**src/rtl/rob_commit_unit.sv**
```systemverilog
// rob_commit_unit: in-order ROB retirement with exception flush; COMMIT_PERF_CNT_EN adds stall/store-block counters
module rob_commit_unit #(
    parameter int COMMIT_W = 4,
    parameter int ENTRY_W  = 28,
    parameter int CNT_W    = 32
) (
    input  logic                         clk,
    input  logic                         reset_n,
    input  logic [COMMIT_W*ENTRY_W-1:0]  head_entry,
    input  logic [COMMIT_W-1:0]          head_valid,
    input  logic                         store_ready,
    input  logic                         redirect_done,
    output logic [2:0]                   pop_cnt,
    output logic [COMMIT_W-1:0]          rat_we,
    output logic [5*COMMIT_W-1:0]        rat_rd,
    output logic [7*COMMIT_W-1:0]        rat_prd,
    output logic                         store_commit,
    output logic                         flush,
    output logic [11:0]                  exc_pc,
    output logic [CNT_W-1:0]             retired_cnt
`ifdef COMMIT_PERF_CNT_EN
    ,
    output logic [CNT_W-1:0]             stall_cycles,
    output logic [CNT_W-1:0]             store_block_cycles
`endif
);
    typedef enum logic [1:0] {RUN, FLUSH, WAIT_REDIR} state_t;
    state_t state, state_nxt;
    logic [COMMIT_W-1:0] elig;
    logic [2:0] cnt;
    logic ok, st, exc_head;
    logic unused_ok;
    assign unused_ok = ^head_entry;
    always_comb begin
        elig = '0;
        cnt = 3'd0;
        ok = (state == RUN);
        st = 1'b0;
        for (int i = 0; i < COMMIT_W; i++) begin
            ok = ok && head_valid[i] && head_entry[i*ENTRY_W+27] && !head_entry[i*ENTRY_W+26]
                 && !(head_entry[i*ENTRY_W+25] && (st || !store_ready));
            elig[i] = ok;
            st = st || (ok && head_entry[i*ENTRY_W+25]);
            cnt = cnt + {2'b0, ok};
        end
    end
    assign exc_head = (state == RUN) && head_valid[0] && head_entry[27] && head_entry[26];
    assign pop_cnt = !reset_n ? 3'd0 : exc_head ? 3'd1 : cnt;
    always_comb begin
        state_nxt = state;
        state_nxt = (state == RUN) ? (exc_head ? FLUSH : RUN) :
                    (state == FLUSH) ? WAIT_REDIR :
                    (redirect_done ? RUN : WAIT_REDIR);
    end
    always_ff @(posedge clk or negedge reset_n) begin
        if (!reset_n) begin
            state <= RUN;
            rat_we <= '0;
            rat_rd <= '0;
            rat_prd <= '0;
            store_commit <= 1'b0;
            flush <= 1'b0;
            exc_pc <= '0;
            retired_cnt <= '0;
        end else begin
            state <= state_nxt;
            flush <= exc_head;
            if (exc_head) exc_pc <= head_entry[11:0];
            store_commit <= st;
            retired_cnt <= retired_cnt + CNT_W'(cnt);
            for (int i = 0; i < COMMIT_W; i++) begin
                rat_we[i] <= elig[i] && head_entry[i*ENTRY_W+19];
                rat_rd[i*5 +: 5] <= head_entry[i*ENTRY_W+20 +: 5];
                rat_prd[i*7 +: 7] <= head_entry[i*ENTRY_W+12 +: 7];
            end
        end
    end
`ifdef COMMIT_PERF_CNT_EN
    logic ok_sr, st_sr;
    logic [2:0] cnt_sr;
    always_comb begin
        cnt_sr = 3'd0;
        ok_sr = (state == RUN);
        st_sr = 1'b0;
        for (int i = 0; i < COMMIT_W; i++) begin
            ok_sr = ok_sr && head_valid[i] && head_entry[i*ENTRY_W+27] && !head_entry[i*ENTRY_W+26]
                    && !(head_entry[i*ENTRY_W+25] && st_sr);
            st_sr = st_sr || (ok_sr && head_entry[i*ENTRY_W+25]);
            cnt_sr = cnt_sr + {2'b0, ok_sr};
        end
    end
    always_ff @(posedge clk or negedge reset_n) begin
        if (!reset_n) begin
            stall_cycles <= '0;
            store_block_cycles <= '0;
        end else begin
            if (state == RUN && head_valid[0] && pop_cnt == 3'd0) stall_cycles <= stall_cycles + 1'b1;
            if (state == RUN && cnt_sr > cnt) store_block_cycles <= store_block_cycles + 1'b1;
        end
    end
`endif
endmodule

```
**config.mk**
```make
export PLATFORM = sky130hd
export DESIGN_NAME = rob_commit_unit
export DESIGN_NICKNAME = d
export VERILOG_FILES = /design/src/rtl/rob_commit_unit.sv
export SDC_FILE = /design/constraint.sdc
export NUM_CORES = 1
export LEC_CHECK = 0
export CORE_MARGIN = 3
export CORE_UTILIZATION = 38
export CTS_BUF_LIST = sky130_fd_sc_hd__clkbuf_4
export CTS_CLUSTER_SIZE = 25
export DETAILED_ROUTE_END_ITERATION = 16
export PLACE_DENSITY = 0.82
export SLEW_MARGIN = 0
export SYNTH_ARGS = -nofsm -noshare
export SYNTH_HDL_FRONTEND = slang
export SYNTH_SLANG_ARGS = --single-unit
export TNS_END_PERCENT = 100
```
**constraint.sdc**
```tcl
create_clock -name clk -period 4.5 [get_ports clk]
set_input_delay 0.675 -clock clk [delete_from_list [all_inputs] [get_ports clk]]
set_output_delay 0.675 -clock clk [all_outputs]
set_load 0.01 [all_outputs]
```
**Word-level counts from Yosys, hierarchy flattened**

Index checks and enable logic that the tools add are counted.

- Register bits: 100
- Input bits: 120
- Output and inout port bits: 101
- Word-level logic and storage cells: 64

- Add/subtract/negate cells: 4
- Equality and inequality tests: 1
- Mux-type cells: 6
- Reductions and logical operators: 45

Operators by type and width:

| operator | count |
|---|---|
| $add 32x3->32 | 1 |
| $logic_and 1x1->1 | 29 |
| $logic_not 1->1 | 9 |
| $logic_or 1x1->1 | 6 |
| $mux 2 | 3 |
| $mux 3 | 2 |
| $add 2x1->3 | 1 |
| $add 3x1->3 | 1 |
| $add 1x1->2 | 1 |
| $eq 2x1->1 const B | 1 |
| $logic_not 2->1 | 1 |
| $mux 1 | 1 |

**Logic depth before layout (Yosys ltp)**

Gate-level depths: netlist of run 1.

- Depth after elaboration: 25
- Mapped depth: 13

**Least setup slack after synthesis of run 1**

Ideal clock, no wire load.

- Path kind: input-to-reg
- Start point: input head_entry[27]
- End point: register retired_cnt[26]
- Setup time: 0.127 ns
- Arrival: 3.781 ns
- Data required time: 4.373 ns
- Slack: 0.592 ns
- Stages: 13
- Cell sequence: and4bb_2 > and4_1 > nand3_1 > nor2_1 > fa_1 > ha_1 > ha_1 > inv_1 > fa_1 > nand2b_2 > a2111oi_4 > nand4_1 > xnor2_1

- Cells in the longest elaborated chain, start to end: 22
- Elaborated cells between the ends (all ways): 33
- Classes of those cells: add/sub: 4; reduce/logical: 29

Ends and longest elaborated chain:

| element | line | RTL |
|---|---|---|
| from (decl) | 9 | `input logic [COMMIT_W*ENTRY_W-1:0] head_entry,` |
| $logic_and 1x1->1 (*) (2 in a row) | 40 | `ok = ok && head_valid[i] && head_entry[i*ENTRY_W+27] && !head_entry[i*ENTRY_W+26]` |
| $logic_and 1x1->1 (*) | 41 | `&& !(head_entry[i*ENTRY_W+25] && (st \|\| !store_ready));` |
| $logic_and 1x1->1 | 43 | `st = st \|\| (ok && head_entry[i*ENTRY_W+25]);` |
| $logic_or 1x1->1 | 41 |  |
| $logic_and 1x1->1 | 41 |  |
| $logic_not 1->1 | 41 |  |
| $logic_and 1x1->1 | 41 |  |
| $logic_and 1x1->1 | 43 |  |
| (+5 left out) | - |  |
| $logic_and 1x1->1 | 43 |  |
| $logic_or 1x1->1 | 43 |  |
| $logic_or 1x1->1 | 41 |  |
| $logic_and 1x1->1 | 41 |  |
| $logic_not 1->1 | 41 |  |
| $logic_and 1x1->1 | 41 |  |
| $add 3x1->3 (*) | 44 | `cnt = cnt + {2'b0, ok};` |
| $add 32x3->32 (*) | 70 | `retired_cnt <= retired_cnt + CNT_W'(cnt);` |
| to (signal assigned) | 70 |  |
| to (decl) | 20 | `output logic [CNT_W-1:0] retired_cnt` |

Every way passes the cells marked *; elsewhere a longest branch is shown, timed or not.
A chain may end at the register's enable or synchronous reset.

**Worst setup path after layout of run 1**

- Start point: input head_entry[54]
- End point: output pop_cnt[1]

- Cells in the longest elaborated chain, start to end: 18
- Elaborated cells between the ends (all ways): 26
- Classes of those cells: add/sub: 3; mux: 2; reduce/logical: 21

Ends and longest elaborated chain:

| element | line | RTL |
|---|---|---|
| $logic_not 1->1 (*) | 40 |  |
| $logic_and 1x1->1 (*) | 40 |  |
| $logic_and 1x1->1 (*) | 41 |  |
| $logic_and 1x1->1 | 43 |  |
| $logic_or 1x1->1 | 43 |  |
| $logic_or 1x1->1 | 41 |  |
| $logic_and 1x1->1 | 41 |  |
| $logic_not 1->1 | 41 |  |
| $logic_and 1x1->1 | 41 |  |
| $logic_and 1x1->1 | 43 |  |
| $logic_or 1x1->1 | 43 |  |
| $logic_or 1x1->1 | 41 |  |
| $logic_and 1x1->1 | 41 |  |
| $logic_not 1->1 | 41 |  |
| $logic_and 1x1->1 | 41 |  |
| $add 3x1->3 (*) | 44 |  |
| $mux 3 (*) (2 in a row) | 48 | `assign pop_cnt = !reset_n ? 3'd0 : exc_head ? 3'd1 : cnt;` |
| to (decl) | 13 | `output logic [2:0] pop_cnt,` |

Marks and branches as above.

==> metrics.cfg, run 1 <==
[detailed_routing]
detail_route.drc_violations=0
drtPass1Iterations=4
post_drt_via_cell_ratio=4.59
detail_route.wirelength_um=9550
detailroute.via_count=2800
drt-initial-drc-count=46
detail_route.wl_per_cell_um=15.7
antenna_violating_nets_post_route=0

[die]
initial_util_pct=39.3
die_height_um=104
die_width_um=104
floorplan.core_area_mm2=0.00928
num_io_pins=221
floorplan.die_area_mm2=0.0108
floorplan.rows=35

[worst_setup_path]
critPathSlowestCell=sky130_fd_sc_hd__clkdlybuf4s50_1
worst_setup_path_end_kind=output port
criticalPathCategory=input port to output port
r2r_slack_ns=0.56
rr_startpoint=state[1]
slowest_delay_ns=0.53
crit_fanout=3
worstPathRequired_ns=3.83
worst-endpoint-arrival_ns=3.58
r2r.worst_path.cells=14
start_kind=input port
worst_r2r_endpoint=retired_cnt[24]
critical_path_cell_list=clkdlybuf4s50_1 -> and4b_1 -> o211ai_1 -> a31oi_1 -> nor2_1 -> fa_1 -> ha_1 -> ha_1 -> and3_1 -> clkdlybuf4s50_1

[cells_and_area]
layout.core_utilization_pct=63.0
mostFrequentLayoutCells=sky130_fd_sc_hd__clkdlybuf4s50_1 (183), sky130_fd_sc_hd__dfrtp_1 (100), sky130_fd_sc_hd__nand2_1 (49)
design.final.nets=603
num_antenna_cells=0
post_route_cells_drive_above_1_share_pct=7.48
final_common_cell=sky130_fd_sc_hd__clkdlybuf4s50_1
areaGrowthSynthToFinish_pct=60.4
layout.cell_area.non_filler_mm2=0.00585

[logic_synthesis]
yosys_warnings=0
syn_nets=401
postSynth.asyncResetShare_pct=100
seq_cells_post_synth=100
syn-mean-instance-area_um2=13.3
post_synth_inst_count=274
yosys.cell_types.count=39
yosys_most_used_dff=sky130_fd_sc_hd__dfrtp_1
post-synth-top-area-cell=sky130_fd_sc_hd__dfrtp_1
netlist_area_mm2=0.00365
seq_area_frac_synth_pct=68.6
synth-edff-count=0
synth_largest_type_area_fraction_pct=68.6
netlist_top_cells_area=sky130_fd_sc_hd__dfrtp_1 (69%), sky130_fd_sc_hd__xnor2_1 (6.0%), sky130_fd_sc_hd__nand2_1 (5.0%)

[sta]
layout_worst_path_cycle_share_pct=94.5
slew_headroom_pct=49.0
finalMaxSlewViolations=0
final.min_clock_period_ns=4.25
rsz0062_at_grt=no
least_margin_pin_slew_ns=0.765
clock-skew-final_ns=0.00965
setup_viol=0
report.final.hold_viol_count=0
max_freq_ghz=0.235

[clock_tree]
post_cts_hold_buffer_count=0
cts_made_buffers=9
cts_root_buffer=sky130_fd_sc_hd__clkbuf_4
cts_buffer_depth=2
tritoncts=built
clkSlewWorstSetupHoldPaths_ns=0.17
insertion_delay_ns=0.42
cts_post_setup_buffers_inserted=0
cts_htree_levels=3
clock-sinks=100
cts.repair.resized=0

[job]
cap_viol_max_count=0

[grt]
grt_first_pass_wirelength_um=15700
grt_start_max_net_pins=65
antenna_found_initial=0
grt_pass1_vias=3091
grt_overflow=0
grt_util_overall_pct=18.1

[power_and_ir_drop]
max-vdd-ir-drop_mv=0.132
power.density_mw_per_mm2=338
leakagePower_nw=2.61

[place]
dpl_cell_area_mm2=0.00571
buffer_ports.inserted=184
post-dp-hpwl_um=7430
routability_driven_placement_congestion_ratio=0.783

[run_status]
run_status=completed

[min_path]
worstHoldPathType=input port to async pin

[where the power goes]
part	switching [W]	total [W]	leakage, nW	internal [W]
clock network	0.000336	0.000471	0.0768	0.000135
registers	0.0000534	0.00105	1.26	0.000995
logic	0.000183	0.000456	1.27	0.000272
total	0.000573	0.00198	2.61	0.00140
[critical path, delay by kind of cell]
kind / cells / cell delay, ns
compound gates: 2 / 0.38
buf+inv: 2 / 1.02
simple gates: 3 / 0.54
fa+ha+maj: 3 / 0.97
[layer usage]
metal  track usage [%]  routed length (um)  vias up
li1                  -                   -     1319
met1              20.6                3760     1380
met2              33.8                5220       92
met3              3.85                 436        9
met4              5.51                 131        0
met5                 0                   0        -
[how the worst max path moves through the flow]
stage / start / endpoint / slack [ns] / cells after the start
floorplan: head_entry[27] / retired_cnt[26] / 0.59 / 13
global placement: head_entry[27] / retired_cnt[30] / -0.02 / 15
detailed placement: head_valid[0] / retired_cnt[24] / -0.07 / 15
CTS: head_valid[0] / pop_cnt[1] / 0.24 / 10
global route: head_valid[0] / pop_cnt[1] / 0.12 / 10
finish: head_entry[54] / pop_cnt[1] / 0.25 / 10
[metrics by stage]
| stage | power [W] | hold slack (ns) | TNS, ns | setup slack [ns] | instances |
|---|---|---|---|---|---|
| after floorplan | 0.00120 | 0.379 | 0 | 0.592 | 274 |
| after global placement | 0.00151 | 0.451 | -0.0873 | -0.0202 | 594 |
| after detailed placement | 0.00153 | 0.454 | -0.445 | -0.0749 | 594 |
| after CTS | 0.00201 | 0.157 | 0 | 0.242 | 610 |
| after global routing | 0.00208 | 0.167 | 0 | 0.117 | 610 |
| final | 0.00198 | 0.173 | 0 | 0.246 | 610 |
[cell families (layout without fill, tap and decap cells)]
family,Yosys count,count (layout),share of synthesized area (%)
AO/OA/AOI/OAI,15,15,3.33
XOR/XNOR,30,30,7.20
adder cells (fa/ha/maj),8,8,3.09
buffers and inverters,17,224,2.13
flip-flops,100,100,68.6
AND/OR/NAND/NOR,104,104,15.7
[registers in the layout, summed over array words and instances, names as in the netlist]
signal / flops
exc_pc: 12
flush: 1
rat_prd: 28
rat_rd: 20
rat_we: 4
retired_cnt: 32
state: 2
store_commit: 1
[final cells by class]
| class | instances | area [um^2] |
|---|---|---|
| multi-input cells | 157 | 1070 |
| repair buffers | 196 | 1930 |
| clock buffers | 9 | 67.6 |
| well taps | 129 | 161 |
| flip-flops and latches | 100 | 2500 |
| inverters | 12 | 45.0 |
| fillers | 741 | 3430 |
| clock inverters | 7 | 77.6 |
[cell usage after synthesis (2+ instances only)]
cell type / n
sky130_fd_sc_hd__fa_1: 2
sky130_fd_sc_hd__nand4b_1: 3
sky130_fd_sc_hd__nand4_1: 10
sky130_fd_sc_hd__xnor2_1: 25
sky130_fd_sc_hd__and3_1: 8
sky130_fd_sc_hd__inv_1: 12
sky130_fd_sc_hd__nor3b_1: 2
sky130_fd_sc_hd__and2_1: 3
sky130_fd_sc_hd__ha_1: 5
sky130_fd_sc_hd__nor3_1: 2
sky130_fd_sc_hd__o211ai_1: 2
sky130_fd_sc_hd__and4bb_2: 2
sky130_fd_sc_hd__xor2_1: 5
sky130_fd_sc_hd__nand3_1: 10
sky130_fd_sc_hd__a21oi_1: 5
sky130_fd_sc_hd__nand2_1: 49
sky130_fd_sc_hd__nor2_1: 5
sky130_fd_sc_hd__and4_1: 3
sky130_fd_sc_hd__a21boi_0: 2
sky130_fd_sc_hd__dfrtp_1: 100
Power figures use the tool's default switching activity.
==> run 2, diff against run 1 <==
CORE_UTILIZATION = 41   (was 38)
PLACE_DENSITY = 0.87   (was 0.82)
clock period = 5.1 ns   (was 4.5 ns; I/O delays follow)
==> run 2 against run 1 <==
Routed wire length is 1.8% lower; largest power group unchanged; via count is 0.46% higher; total power is 14% lower; sequential share of layout area is 0.96 points higher; core utilization is 4.9 points higher; non-clock buffer count is 10 lower; cell area is 2.2% lower; global-route usage is 0.92 points higher; clock skew hardly changed; combinational power is 14% lower.
==> metrics.cfg, run 2 (synthesis results as in run 1) <==
[worst_setup_path]
worst_setup_path_end_kind=output port
r2r.worst_path.cells=14
worst-endpoint-arrival_ns=3.67
r2r_slack_ns=1.16
worstPathRequired_ns=4.34
start_kind=input port
crit_fanout=4
criticalPathCategory=input port to output port
rr_startpoint=state[1]
worst_r2r_endpoint=retired_cnt[22]

[power_and_ir_drop]
max-vdd-ir-drop_mv=0.149
power.density_mw_per_mm2=297
total_power_w=0.00170
leakagePower_nw=2.56

[clock_tree]
post_cts_hold_buffer_count=0
cts_made_buffers=9
tritoncts=built
cts_buffer_depth=2
clock-sinks=100
insertion_delay_ns=0.42
cts.repair.resized=0
clkSlewWorstSetupHoldPaths_ns=0.14
cts_htree_levels=3
cts_root_buffer=sky130_fd_sc_hd__clkbuf_4
cts_post_setup_buffers_inserted=0

[sta]
setup_viol=0
max_freq_ghz=0.226
report.final.hold_viol_count=0
final.min_clock_period_ns=4.43
slew_headroom_pct=51.1
finalSetupTns_ns=0
finalMaxSlewViolations=0
setup_slack_ns=0.670
rsz0062_at_grt=no
least_margin_pin_slew_ns=0.734
layout_worst_path_cycle_share_pct=86.9
clock-skew-final_ns=0.00929
hold_slack_ns=0.327

[die]
floorplan.die_area_mm2=0.0101
initial_util_pct=43.3
die_height_um=100
floorplan.rows=33
floorplan.core_area_mm2=0.00842
die_width_um=100
num_io_pins=221

[grt]
antenna_found_initial=0
grt_pass1_vias=2901
grt_util_overall_pct=19.0
grt_overflow=0
grt_start_max_net_pins=59
grt_first_pass_wirelength_um=14900

[run_status]
run_status=completed

[detailed_routing]
drtPass1Iterations=4
detailroute.via_count=2813
detail_route.wirelength_um=9380
drt-initial-drc-count=100
post_drt_via_cell_ratio=4.88
detail_route.drc_violations=0
detail_route.wl_per_cell_um=16.3
antenna_violating_nets_post_route=0

[job]
cap_viol_max_count=0

[cells_and_area]
sequential_cell_area_mm2=0.00250
mostFrequentLayoutCells=sky130_fd_sc_hd__clkdlybuf4s50_1 (183), sky130_fd_sc_hd__dfrtp_1 (100), sky130_fd_sc_hd__nand2_1 (49)
largest_register=retired_cnt
num_antenna_cells=0
area_used_by_multi_input_combinational_logic_mm2=0.00107
areaGrowthSynthToFinish_pct=56.9
largest_register_ff_count=32
design.final.nets=593
final_common_cell=sky130_fd_sc_hd__clkdlybuf4s50_1
fill_cells=613
post_route_cells_drive_above_1_share_pct=5.52
layout_top_registers=retired_cnt (32), rat_prd (28), rat_rd (20)
layout.core_utilization_pct=67.9

[place]
post-dp-hpwl_um=7290
pre_cts_ws_ns=0.415
routability_driven_placement_congestion_ratio=0.811
buffer_ports.inserted=184

[min_path]
worstHoldPathType=input port to async pin

-- run 2: cell types whose count changed in the layout (fill, tap and decap cells not counted), sizes merged --
cell | before | now
buf | 13 | 3
inv | 16 | 15
clkbuf | 9 | 10
-- run 2: per-layer routing --
| metal | track usage (%) | up-vias | routed length, um |
|---|---|---|---|
| met4 | 6.74 | 0 | 112 |
| met3 | 4.93 | 10 | 819 |
| met5 | 0 | - | 0 |
| met1 | 23.2 | 1376 | 3660 |
| li1 | - | 1298 | - |
| met2 | 32.7 | 129 | 4790 |
-- run 2: power breakdown --
| group | internal, W | switching (W) | leakage [nW] |
|---|---|---|---|
| Combinational | 0.000233 | 0.000161 | 1.23 |
| Sequential | 0.000878 | 0.0000484 | 1.26 |
| Clock | 0.000112 | 0.000265 | 0.0691 |
-- run 2: how the worst max path moves through the flow --
stage	cells after the start	to	slack (ns)	start
4_1_cts	10	pop_cnt[1]	0.64	head_entry[27]
6_report	10	pop_cnt[1]	0.67	head_entry[27]
2_1_floorplan	13	retired_cnt[26]	1.10	head_entry[27]
5_1_grt	10	pop_cnt[1]	0.51	head_entry[54]
3_5_place_dp	15	retired_cnt[30]	0.41	head_valid[0]
3_3_place_gp	15	retired_cnt[26]	0.43	head_entry[27]
-- run 2: worst max-delay path: stages --
cell and delay [ns]:
sky130_fd_sc_hd__clkdlybuf4s50_1 0.45, sky130_fd_sc_hd__and4bb_2 0.26, sky130_fd_sc_hd__and4_1 0.26, sky130_fd_sc_hd__nand3_1 0.11, sky130_fd_sc_hd__nor2_1 0.15, sky130_fd_sc_hd__fa_1 0.44
sky130_fd_sc_hd__ha_1 0.20, sky130_fd_sc_hd__ha_1 0.32, sky130_fd_sc_hd__and3_1 0.15, sky130_fd_sc_hd__clkdlybuf4s50_1 0.55
-- run 2: cell type report --
| type | count | area share [%] |
|---|---|---|
| inverter | 12 | 0.787 |
| clock buffer | 10 | 1.31 |
| clock inverter | 6 | 0.809 |
| multi-input combinational | 157 | 18.7 |
| tap | 105 | 2.30 |
| timing repair buffer | 186 | 32.4 |
| sequential | 100 | 43.7 |
-- run 2: stage by stage --
stage / cells / instance area (um^2)
4_1_cts: 576 / 5720
6_report: 576 / 5720
3_5_place_dp: 560 / 5600
5_1_grt: 576 / 5720
2_1_floorplan: 274 / 3650
3_3_place_gp: 560 / 5600
